### config.mk
export PLATFORM = sky130hd
export DESIGN_NAME = seq_controller
export DESIGN_NICKNAME = d
export VERILOG_FILES = /design/src/rtl/seq_pkg.sv /design/src/rtl/rate_tick.sv /design/src/rtl/seq_controller.sv
export SDC_FILE = /design/constraint.sdc
export NUM_CORES = 1
export LEC_CHECK = 0
export ABC_AREA = 1
export CORE_UTILIZATION = 45
export DETAILED_ROUTE_END_ITERATION = 10
export DONT_BUFFER_PORTS = 1
export MAX_ROUTING_LAYER = met4
export PLACE_DENSITY_LB_ADDON = 0.15
export REMOVE_ABC_BUFFERS = 1
export SLEW_MARGIN = 5
export SYNTH_ARGS = -nofsm -noshare
export SYNTH_HDL_FRONTEND = slang
export SYNTH_SLANG_ARGS = --single-unit
### constraint.sdc
create_clock -name clk -period 4.09 [get_ports clk]
set_clock_uncertainty 0.15 [all_clocks]
set_input_delay 1.227 -clock clk [delete_from_list [all_inputs] [get_ports clk]]
set_output_delay 1.227 -clock clk [all_outputs]
set_load 0.05 [all_outputs]
### src/rtl/seq_pkg.sv
// Shared types and constants for the 8-step display sequencer.
package seq_pkg;

  localparam int IDX_W = 3;

  typedef enum logic [1:0] {
    IDLE  = 2'd0,
    RUN   = 2'd1,
    PAUSE = 2'd2
  } state_e;

  // Entry i is the digit shown at position i.
  localparam logic [7:0][3:0] NUM_TABLE = {
    4'd7, 4'd5, 4'd2, 4'd15,
    4'd12, 4'd9, 4'd6, 4'd3
  };

endpackage

### src/rtl/rate_tick.sv
// Period counter: strobes once every FPGA_FREQ or FPGA_FREQ/2 cycles while enabled.
module rate_tick #(
  parameter int FPGA_FREQ = 50_000_000
) (
  input  logic clk,
  input  logic reset,
  input  logic en,
  input  logic tiempo,
  output logic tick
);

  localparam int CW = $clog2(FPGA_FREQ);
  localparam logic [CW-1:0] LAST_SLOW = CW'(FPGA_FREQ - 1);
  localparam logic [CW-1:0] LAST_FAST = CW'(FPGA_FREQ / 2 - 1);

  logic [CW-1:0] cnt_q, cnt_d;
  logic [CW-1:0] last;

  always_comb begin
    last = tiempo ? LAST_SLOW : LAST_FAST;
    // Compare against the live period so a rate change applies mid-period.
    tick = en && !reset && (cnt_q >= last);
    cnt_d = '0;
    if (en && !tick) cnt_d = cnt_q + 1'b1;
  end

  always_ff @(posedge clk) begin
    if (reset) cnt_q <= '0;
    else       cnt_q <= cnt_d;
  end

endmodule

### src/rtl/seq_controller.sv
// Run/pause/step sequencer walking an 8-entry digit table.
module seq_controller
  import seq_pkg::*;
#(
  parameter int FPGA_FREQ = 50_000_000
) (
  input  logic             clk,
  input  logic             reset,
  input  logic             start,
  input  logic             stop,
  input  logic             step,
  input  logic             clear,
  input  logic             up,
  input  logic             tiempo,
  output logic [IDX_W-1:0] idx,
  output logic [3:0]       num,
  output logic             tick,
  output logic             running,
  output logic             wrap
);

  state_e           state_q, state_d;
  logic [IDX_W-1:0] idx_q, idx_d;
  logic             wrap_q, wrap_d;
  logic             adv;

  rate_tick #(
    .FPGA_FREQ(FPGA_FREQ)
  ) u_rate (
    .clk   (clk),
    .reset (reset),
    .en    (state_q == RUN),
    .tiempo(tiempo),
    .tick  (tick)
  );

  always_comb begin
    state_d = state_q;
    adv     = 1'b0;
    if (clear) begin
      state_d = IDLE;
    end else begin
      unique case (state_q)
        IDLE: begin
          if (stop) state_d = IDLE;
          else if (start) state_d = RUN;
          else if (step) begin
            adv     = 1'b1;
            state_d = PAUSE;
          end
        end
        RUN: begin
          if (stop) state_d = PAUSE;
          else if (tick) adv = 1'b1;
        end
        PAUSE: begin
          if (stop) state_d = PAUSE;
          else if (start) state_d = RUN;
          else if (step) adv = 1'b1;
        end
        default: state_d = IDLE;
      endcase
    end
    idx_d = idx_q;
    if (clear) idx_d = '0;
    else if (adv) idx_d = up ? idx_q + 1'b1 : idx_q - 1'b1;
    wrap_d = adv && !clear &&
             (up ? (idx_q == '1) : (idx_q == '0));
  end

  always_ff @(posedge clk) begin
    if (reset) begin
      state_q <= IDLE;
      idx_q   <= '0;
      wrap_q  <= 1'b0;
    end else begin
      state_q <= state_d;
      idx_q   <= idx_d;
      wrap_q  <= wrap_d;
    end
  end

  assign idx     = idx_q;
  assign num     = NUM_TABLE[idx_q];
  assign running = (state_q == RUN);
  assign wrap    = wrap_q;

endmodule

* Word level (Yosys, flattened, before mapping)
Memories as Yosys holds them, arrays and structs flattened. A register that Yosys moved wholly into a read port is not among the register bits.
Cells that the tools add are included.
Widths: inputs -> output; s select.
** Storage, ports and cells
- Output and inout bits :: 10
- Memory bits (read-only) :: 32
- Memories :: 1
- Register bits after elaboration :: 32
- Input bits :: 8
** Operators by class
- Bitwise gates (word level) :: 1
- Mux-type cells :: 20
- Magnitude comparators :: 2
- Equal/unequal tests :: 6
- $add $sub $neg :: 3
- Reduce and logical (&&, ||, !) cells :: 14
** Memories
- (name not given) :: depth 8, bits a word 4, rd ports 1, clocked after Yosys merged registers in 1, write ports 0, RTL line seq_controller.sv:84 : assign num = NUM_TABLE[idx_q];
** Operators with widths (number)
- $add 26x1->26 const B :: 1
- $ge 26x26->1 :: 1
- $mux 26 :: 1
- $mux 2 :: 6
- $mux 3 :: 3
- $mux 1 :: 7
- $pmux 2 s3 :: 1
- $reduce_or 2->1 :: 3
- $logic_and 1x1->1 :: 5
- $lt 3x4->1 const B :: 1
- $mux 4 :: 1
- $ne 4x4->1 const B :: 1
- $add 3x1->3 const B :: 1
- $eq 3x3->1 const B :: 1
- $logic_not 1->1 :: 3
- $logic_not 3->1 :: 1
- $ne 3x3->1 const B :: 1
- $reduce_and 3->1 :: 1
- $sub 3x1->3 const B :: 1
- $eq 2x1->1 const B :: 1
- $eq 2x2->1 const B :: 1
- $logic_not 2->1 :: 1
- $ne 2x2->1 const B :: 1
- $pmux 1 s2 :: 1
- $not 1->1 :: 1

* Depth between registers and ports, before layout
Gate-level depths: netlist (run 1).
- Depth after elaboration :: 9
- Gate-level depth with buffers :: 17
- Depth with buffers taken out :: 17

* Modules after synthesis
A second synthesis (run 1) with hierarchy kept.
** Second synthesis, totals
- Cells, all modules :: 338
- Area, all modules :: 2265.9 sq um
** By module, submodules not included
- rate_tick :: cells each 264, area each 1696.6 sq um, times used 1
- seq_controller :: cells each 74, area each 569.3 sq um, times used 1

* Least setup slack after synthesis (run 1)
No wires, ideal clock.
- Path kind :: input to output
- From :: in tiempo
- To :: out tick
- Setup slack :: 250 ps
- Cell stages on the path :: 10
- Arrival time :: 2463 ps
- Path through :: inv_1 ha_1 nand2_1 nor2_1 nand2_1 nor2_1 nand2_1 nand3_2 nand2_2 inv_1
** On the way
- Cells in the longest elaborated chain, start to end :: 3
** Ends and longest elaborated chain
- start: declaration :: RTL line seq_controller.sv:14 : input logic tiempo,
- $mux 26 :: RTL line rate_tick.sv:20 : last = tiempo ? LAST_SLOW : LAST_FAST;
- $ge 26x26->1 :: RTL line rate_tick.sv:22 : tick = en && !reset && (cnt_q >= last);
- $logic_and 1x1->1 :: RTL line rate_tick.sv:22
- end: declaration :: RTL line seq_controller.sv:17 : output logic tick,
No other way between the ends.

* Final worst setup path (run 1)
Same ends and word-level chain as after synthesis.

==> out/qor.yml, run 1 <==
clock_network:
  clockBufferDepth: 2
  cts_root_buf: "clkbuf_8"
  cts.reportedPaths.clkPinSlew_ps: 70
  cts_tree: "built"
  ctsHoldBuffers: 0
  clock-sinks: 36
  post_cts_buffers: 0
  htree_levels: 2
  numCtsBuffers: 5
  clkLatencyLatePin_ps: 290
  post_cts_resized: 0
power:
  seq_power_share_pct: 55.2
  switching_share_pct: 23.3
  leakage_uw: 0.000929
  p_per_area_mw_per_mm2: 287
  switchingPower_uw: 151
  p_comb_share_pct: 4.4
  peakVddDrop_mv: 0.181
  p_clk_share_pct: 40.4
  p_int_uw: 499
sta:
  max_slew_margin_pct: 59.0
  setup_violations: 0
  period_needed_ps: 3880
  tns_ps: 0
  slew_viol_final: 0
  worstMarginPinSlew_ps: 614
  rsz0062_at_grt: "no"
  hold_viol: 0
  fmax_mhz: 258
  period_share_pct: 94.8
grt:
  antenna_found_initial: 0
  grt_pass1_vias: 1562
  grt_pass1_wl_um: 6690
  track_usage_pct: 17.6
  grt.overflow.total: 0
  grt_max_degree: 25
worst_setup_path:
  crit_fanout: 5
  crit_slowest_cell: "ha_1"
  crit_chain: "inv_1, ha_1, nand2_1, nor2_1, nand2_1, nor2_1, nand2_1, nand3_2, nand2_2, inv_1, buf_12"
  path_delay_family: "simple AND/OR/NAND/NOR gates"
  critPathLaunchType: "input port"
  crit_start: "tiempo"
  ff2ff_path_depth: 8
  rr_endpoint: "num[3]$_DFF_P_"
  worst-path-buf-inv: 3
  rr_startpoint: "idx[0]$_SDFFE_PP0P_"
  end_kind: "output port"
  path_class: "input port to output port"
  worstSetupEndpoint: "tick"
  cpMostUsedCell: "nand2_1"
  cp.arrival_ps: 2500
  cpPeakStageDelay_ps: 320
  path_depth: 11
  required_ps: 2710
  reg2reg_slack_ps: 1940
routing:
  routed_via_density: 4.79
  first_iter_violations: 51
  vias: 1633
  firstDrtPassIters: 4
  wirelength_um: 3720
  drc_errors: 0
  postRouteAntennaNets: 0
  wl_per_cell_um: 10.9
die:
  initial_utilization_pct: 47.4
  die_x_um: 70.2
  die_h_um: 70.2
  rows: 24
  core_mm2: 0.00441
  die-area_mm2: 0.00493
  io_pins: 18
hold_path:
  hold_path_class: "flop to flop"
yosys:
  yosys.area.top_type_share_pct: 34.4
  yosysSeqAreaShare_pct: 34.4
  synth_warnings: 0
  synth_cells: 281
  synth_top_area_cell: "dfxtp_1"
  synthFlopType: "dfxtp_1"
  syn-cell-area_mm2: 0.00209
  synth_edf_count: 0
  ys_async_sr_fraction_pct: 0
  ys_top_cells_by_area: "dfxtp_1 34%, nand2_1 10%, nor2_1 7.7%, inv_1 6.6%, ha_1 6.0%"
  syn_area_per_cell_um2: 7.45
  synthDistinctLibCells: 38
  synth_seq_cells: 36
run:
  cap_viol_max_count: 0
cells_and_area:
  nNetsFinal: 307
  final_core_util_pct: 51.3
  area_delta_synth_final_pct: 8.12
  layout_commonest_cell: "nand2_1"
  drive_gt1_share_pct: 14.2
  antennaDiodeCount: 0
  layout_common_cells: "58 x nand2_1, 43 x nor2_1, 37 x inv_1"
placed_design:
  numPortBuffers: 0
  place.gp.congestion: 0.897
  hpwl_um: 2890
run_status:
  status: "finished clean"
-- final cells by class --
class                           instances  area [um2]
Sequential cell                        36         721
Fill cell                             438        2150
Multi-Input combinational cell        201        1200
Clock inverter                          1        7.51
Clock buffer                            7        86.3
Tap cell                               52        65.1
Inverter                               42         158
Timing Repair Buffer                    2        27.5
-- cells by family (layout without fill, tap and decap cells) --
kind of cell | Yosys count | in the layout | share of synthesized area, %
AND/OR/NAND/NOR | 155 | 155 | 38.6
buffers and inverters | 44 | 52 | 8.30
flip-flops | 36 | 36 | 34.4
AO/OA/AOI/OAI | 18 | 18 | 4.66
XOR/XNOR | 17 | 17 | 7.11
adder cells (fa/ha/maj) | 11 | 11 | 6.93
-- per-layer routing --
| layer | global-route usage (%) | wire (um) | vias up |
|---|---|---|---|
| met1 | 22.4 | 1860 | 707 |
| li1 | - | - | 895 |
| met2 | 26.1 | 1630 | 25 |
| met3 | 5.48 | 161 | 6 |
| met5 | - | 0 | - |
| met4 | 6.67 | 66 | 0 |
-- sequential cells by signal, indices dropped and copies added, names as in the netlist --
signal / flops
wrap: 1
u_rate.cnt_q: 26
idx: 3
state_q: 2
num: 4
-- through the flow --
step,std cells,total power (uW),hold WS [ps],worst slack [ps],cell area (um2)
finish,341,651,300,212,2260
global route,341,679,337,105,2260
CTS,341,662,302,210,2260
detailed placement,333,396,284,214,2170
global placement,333,396,276,256,2170
floorplan,279,390,268,250,2080
-- power groups by stage --
stage / combinational (uW) / sequential, uW / clock (uW)
floorplan: 23.3 / 367 / 0
global placement: 28.3 / 367 / 0
detailed placement: 28.4 / 367 / 0
CTS: 28.6 / 359 / 274
global route: 32.5 / 359 / 287
finish: 28.5 / 359 / 263
-- synthesized netlist by cell type, types with 3 or more instances --
| cell | count |
|---|---|
| nand2_1 | 58 |
| nor2_1 | 43 |
| inv_1 | 37 |
| dfxtp_1 | 36 |
| xor2_1 | 13 |
| nand3_1 | 11 |
| ha_1 | 10 |
| a21oi_1 | 7 |
| nand2_2 | 6 |
| inv_2 | 5 |
| nand4_1 | 5 |
| nor2_2 | 5 |
| o21ai_0 | 5 |
| nand3_2 | 4 |
| nor3b_1 | 4 |
| xnor2_1 | 4 |
| nand2_4 | 3 |
| nor3_2 | 3 |
-- how the worst min path moves through the flow --
stage | start | endpoint | slack [ps] | cells past startpoint
detailed placement | u_rate.cnt_q[0]$_SDFF_PP0_ | u_rate.cnt_q[0]$_SDFF_PP0_ | 280 | 1
floorplan | u_rate.cnt_q[0]$_SDFF_PP0_ | u_rate.cnt_q[0]$_SDFF_PP0_ | 270 | 1
finish | u_rate.cnt_q[0]$_SDFF_PP0_ | u_rate.cnt_q[0]$_SDFF_PP0_ | 300 | 1
CTS | u_rate.cnt_q[0]$_SDFF_PP0_ | u_rate.cnt_q[0]$_SDFF_PP0_ | 300 | 1
global placement | u_rate.cnt_q[0]$_SDFF_PP0_ | u_rate.cnt_q[0]$_SDFF_PP0_ | 280 | 1
global route | u_rate.cnt_q[0]$_SDFF_PP0_ | u_rate.cnt_q[0]$_SDFF_PP0_ | 340 | 1
No activity file was read; power rests on OpenSTA's default activity.
==> run 2, diff against run 1 <==
CORE_MARGIN = 4   (was not set)
==> out/qor.yml, run 2 (synthesized netlist as in run 1, its figures left out) <==
cells_and_area:
  multi_input_area_mm2: 0.00120  # unchanged
  nNetsFinal: 307  # unchanged
  layout_common_cells: "58 x nand2_1, 43 x nor2_1, 37 x inv_1"  # unchanged
  top_register: "u_rate.cnt_q"  # unchanged
  drive_gt1_share_pct: 14.5  # was 14.2%
  antennaDiodeCount: 0  # unchanged
  fillerInstances: 438  # unchanged
  layout_commonest_cell: "nand2_1"  # unchanged
  area_delta_synth_final_pct: 8.96  # was 8.12%
  largest_reg_flops: 26  # unchanged
  register_area_um2: 721  # unchanged
  stdcell_area_mm2: 0.00228  # was 0.00226 mm2
hold_path:
  hold_path_class: "flop to flop"  # unchanged
placed_design:
  dpl_cell_area_mm2: 0.00217  # unchanged
  numPortBuffers: 0  # unchanged
  hpwl_um: 2910  # was 2890 um
  place.gp.congestion: 0.851  # was 0.897
run_status:
  status: "finished clean"  # unchanged
worst_setup_path:
  cp.arrival_ps: 2500  # about the same
  critPathLaunchType: "input port"  # unchanged
  crit_fanout: 5  # unchanged
  required_ps: 2710  # about the same
  path_class: "input port to output port"  # unchanged
  end_kind: "output port"  # unchanged
grt:
  antenna_found_initial: 0  # unchanged
  grt_pass1_vias: 1530  # was 1562
  track_usage_pct: 14.4  # was 17.6%
  grt_max_degree: 25  # unchanged
  grt_pass1_wl_um: 6670  # was 6690 um
  grt.overflow.total: 0  # unchanged
power:
  peakVddDrop_mv: 0.184  # was 0.181 mV
  finalPower_uw: 701  # was 651 uW
  leakage_uw: 0.000939  # was 0.000929 uW
  p_per_area_mw_per_mm2: 307  # was 287 mW/mm2
sta:
  period_needed_ps: 3870  # was 3880 ps
  hold_ws_ps: 308  # was 300 ps
  hold_viol: 0  # unchanged
  slew_viol_final: 0  # unchanged
  tns_ps: 0  # unchanged
  max_slew_margin_pct: 59.1  # was 59.0%
  worstMarginPinSlew_ps: 613  # was 614 ps
  setup_violations: 0  # unchanged
  rsz0062_at_grt: "no"  # unchanged
  period_share_pct: 94.7  # was 94.8%
  fmax_mhz: 258  # about the same
routing:
  first_iter_violations: 83  # was 51
  firstDrtPassIters: 4  # unchanged
  wl_per_cell_um: 11.1  # was 10.9 um
  routed_via_density: 4.74  # was 4.79
  postRouteAntennaNets: 0  # unchanged
  wirelength_um: 3780  # was 3720 um
  vias: 1618  # was 1633
  drc_errors: 0  # unchanged
clock_network:
  clock-sinks: 36  # unchanged
  htree_levels: 2  # unchanged
  post_cts_buffers: 0  # unchanged
  cts_root_buf: "clkbuf_8"  # unchanged
  cts_tree: "built"  # unchanged
  post_cts_resized: 0  # unchanged
  numCtsBuffers: 5  # unchanged
  clkLatencyLatePin_ps: 290  # about the same
  clockBufferDepth: 2  # unchanged
  cts.reportedPaths.clkPinSlew_ps: 80  # was 70 ps
  ctsHoldBuffers: 0  # unchanged
die:
  initial_utilization_pct: 47.1  # was 47.4%
  die-area_mm2: 0.00581  # was 0.00493 mm2
  die_x_um: 76.2  # was 70.2 um
  core_mm2: 0.00444  # was 0.00441 mm2
  io_pins: 18  # unchanged
  rows: 24  # unchanged
  die_h_um: 76.2  # was 70.2 um
run:
  cap_viol_max_count: 0  # unchanged
## run 2: cell types whose count changed in the layout (fill, tap and decap cells not counted)
cell / delta
clkbuf_1: -1
clkbuf_8: -1
bufinv_16: +1
clkinv_2: +1
## run 2: worst paths after layout
check / startpoint / end / slack [ps] / cells past startpoint
min reg2reg: u_rate.cnt_q[0]$_SDFF_PP0_ / u_rate.cnt_q[0]$_SDFF_PP0_ / 310 / 1
max reg2reg: idx[0]$_SDFFE_PP0P_ / num[3]$_DFF_P_ / 1910 / 8
min: u_rate.cnt_q[0]$_SDFF_PP0_ / u_rate.cnt_q[0]$_SDFF_PP0_ / 310 / 1
max: tiempo / tick / 220 / 11
## run 2: worst max-delay path, stage by stage
cell and delay, ps:
inv_1 80, ha_1 320, nand2_1 70, nor2_1 130, nand2_1 90, nor2_1 100
nand2_1 70, nand3_2 90, nand2_2 70, inv_1 100, buf_12 140
## run 2: power by group
group	total, uW	internal [uW]	switching [uW]
registers	359	353	6.50
logic	28.2	9.64	18.6
clock network	314	180	133
total	701	543	158
## run 2: layout make-up
cell class | instances | area share [%]
Inverter | 42 | 6.91
Timing Repair Buffer | 2 | 1.21
Clock inverter | 3 | 1.86
Multi-Input combinational cell | 201 | 52.6
Clock buffer | 5 | 3.02
Sequential cell | 36 | 31.6
Tap cell | 52 | 2.85
## run 2: through the flow
stage	worst slack (ps)	utilization, %	instances
after global routing	42.1	51.4	341
after floorplan	250	-	279
final	217	51.4	341
after global placement	265	48.8	333
after CTS	216	51.4	341
after detailed placement	227	48.8	333
## run 2: metal layers
metal	global-route usage [%]	part of all wire [%]	vias to the layer above
li1	-	-	892
met1	18.5	52	698
met2	21.2	42	21
met3	4.37	3.9	7
met4	5.43	1.6	0
met5	-	0	-
==> run 3, diff against run 2 <==
ABC_CLOCK_PERIOD_IN_PS = 4090   (was not set)
GPL_ROUTABILITY_DRIVEN = 0   (was not set)
==> results of run 3 <==
Same layout as run 2: the final DEF is identical, and so are final timing and power.
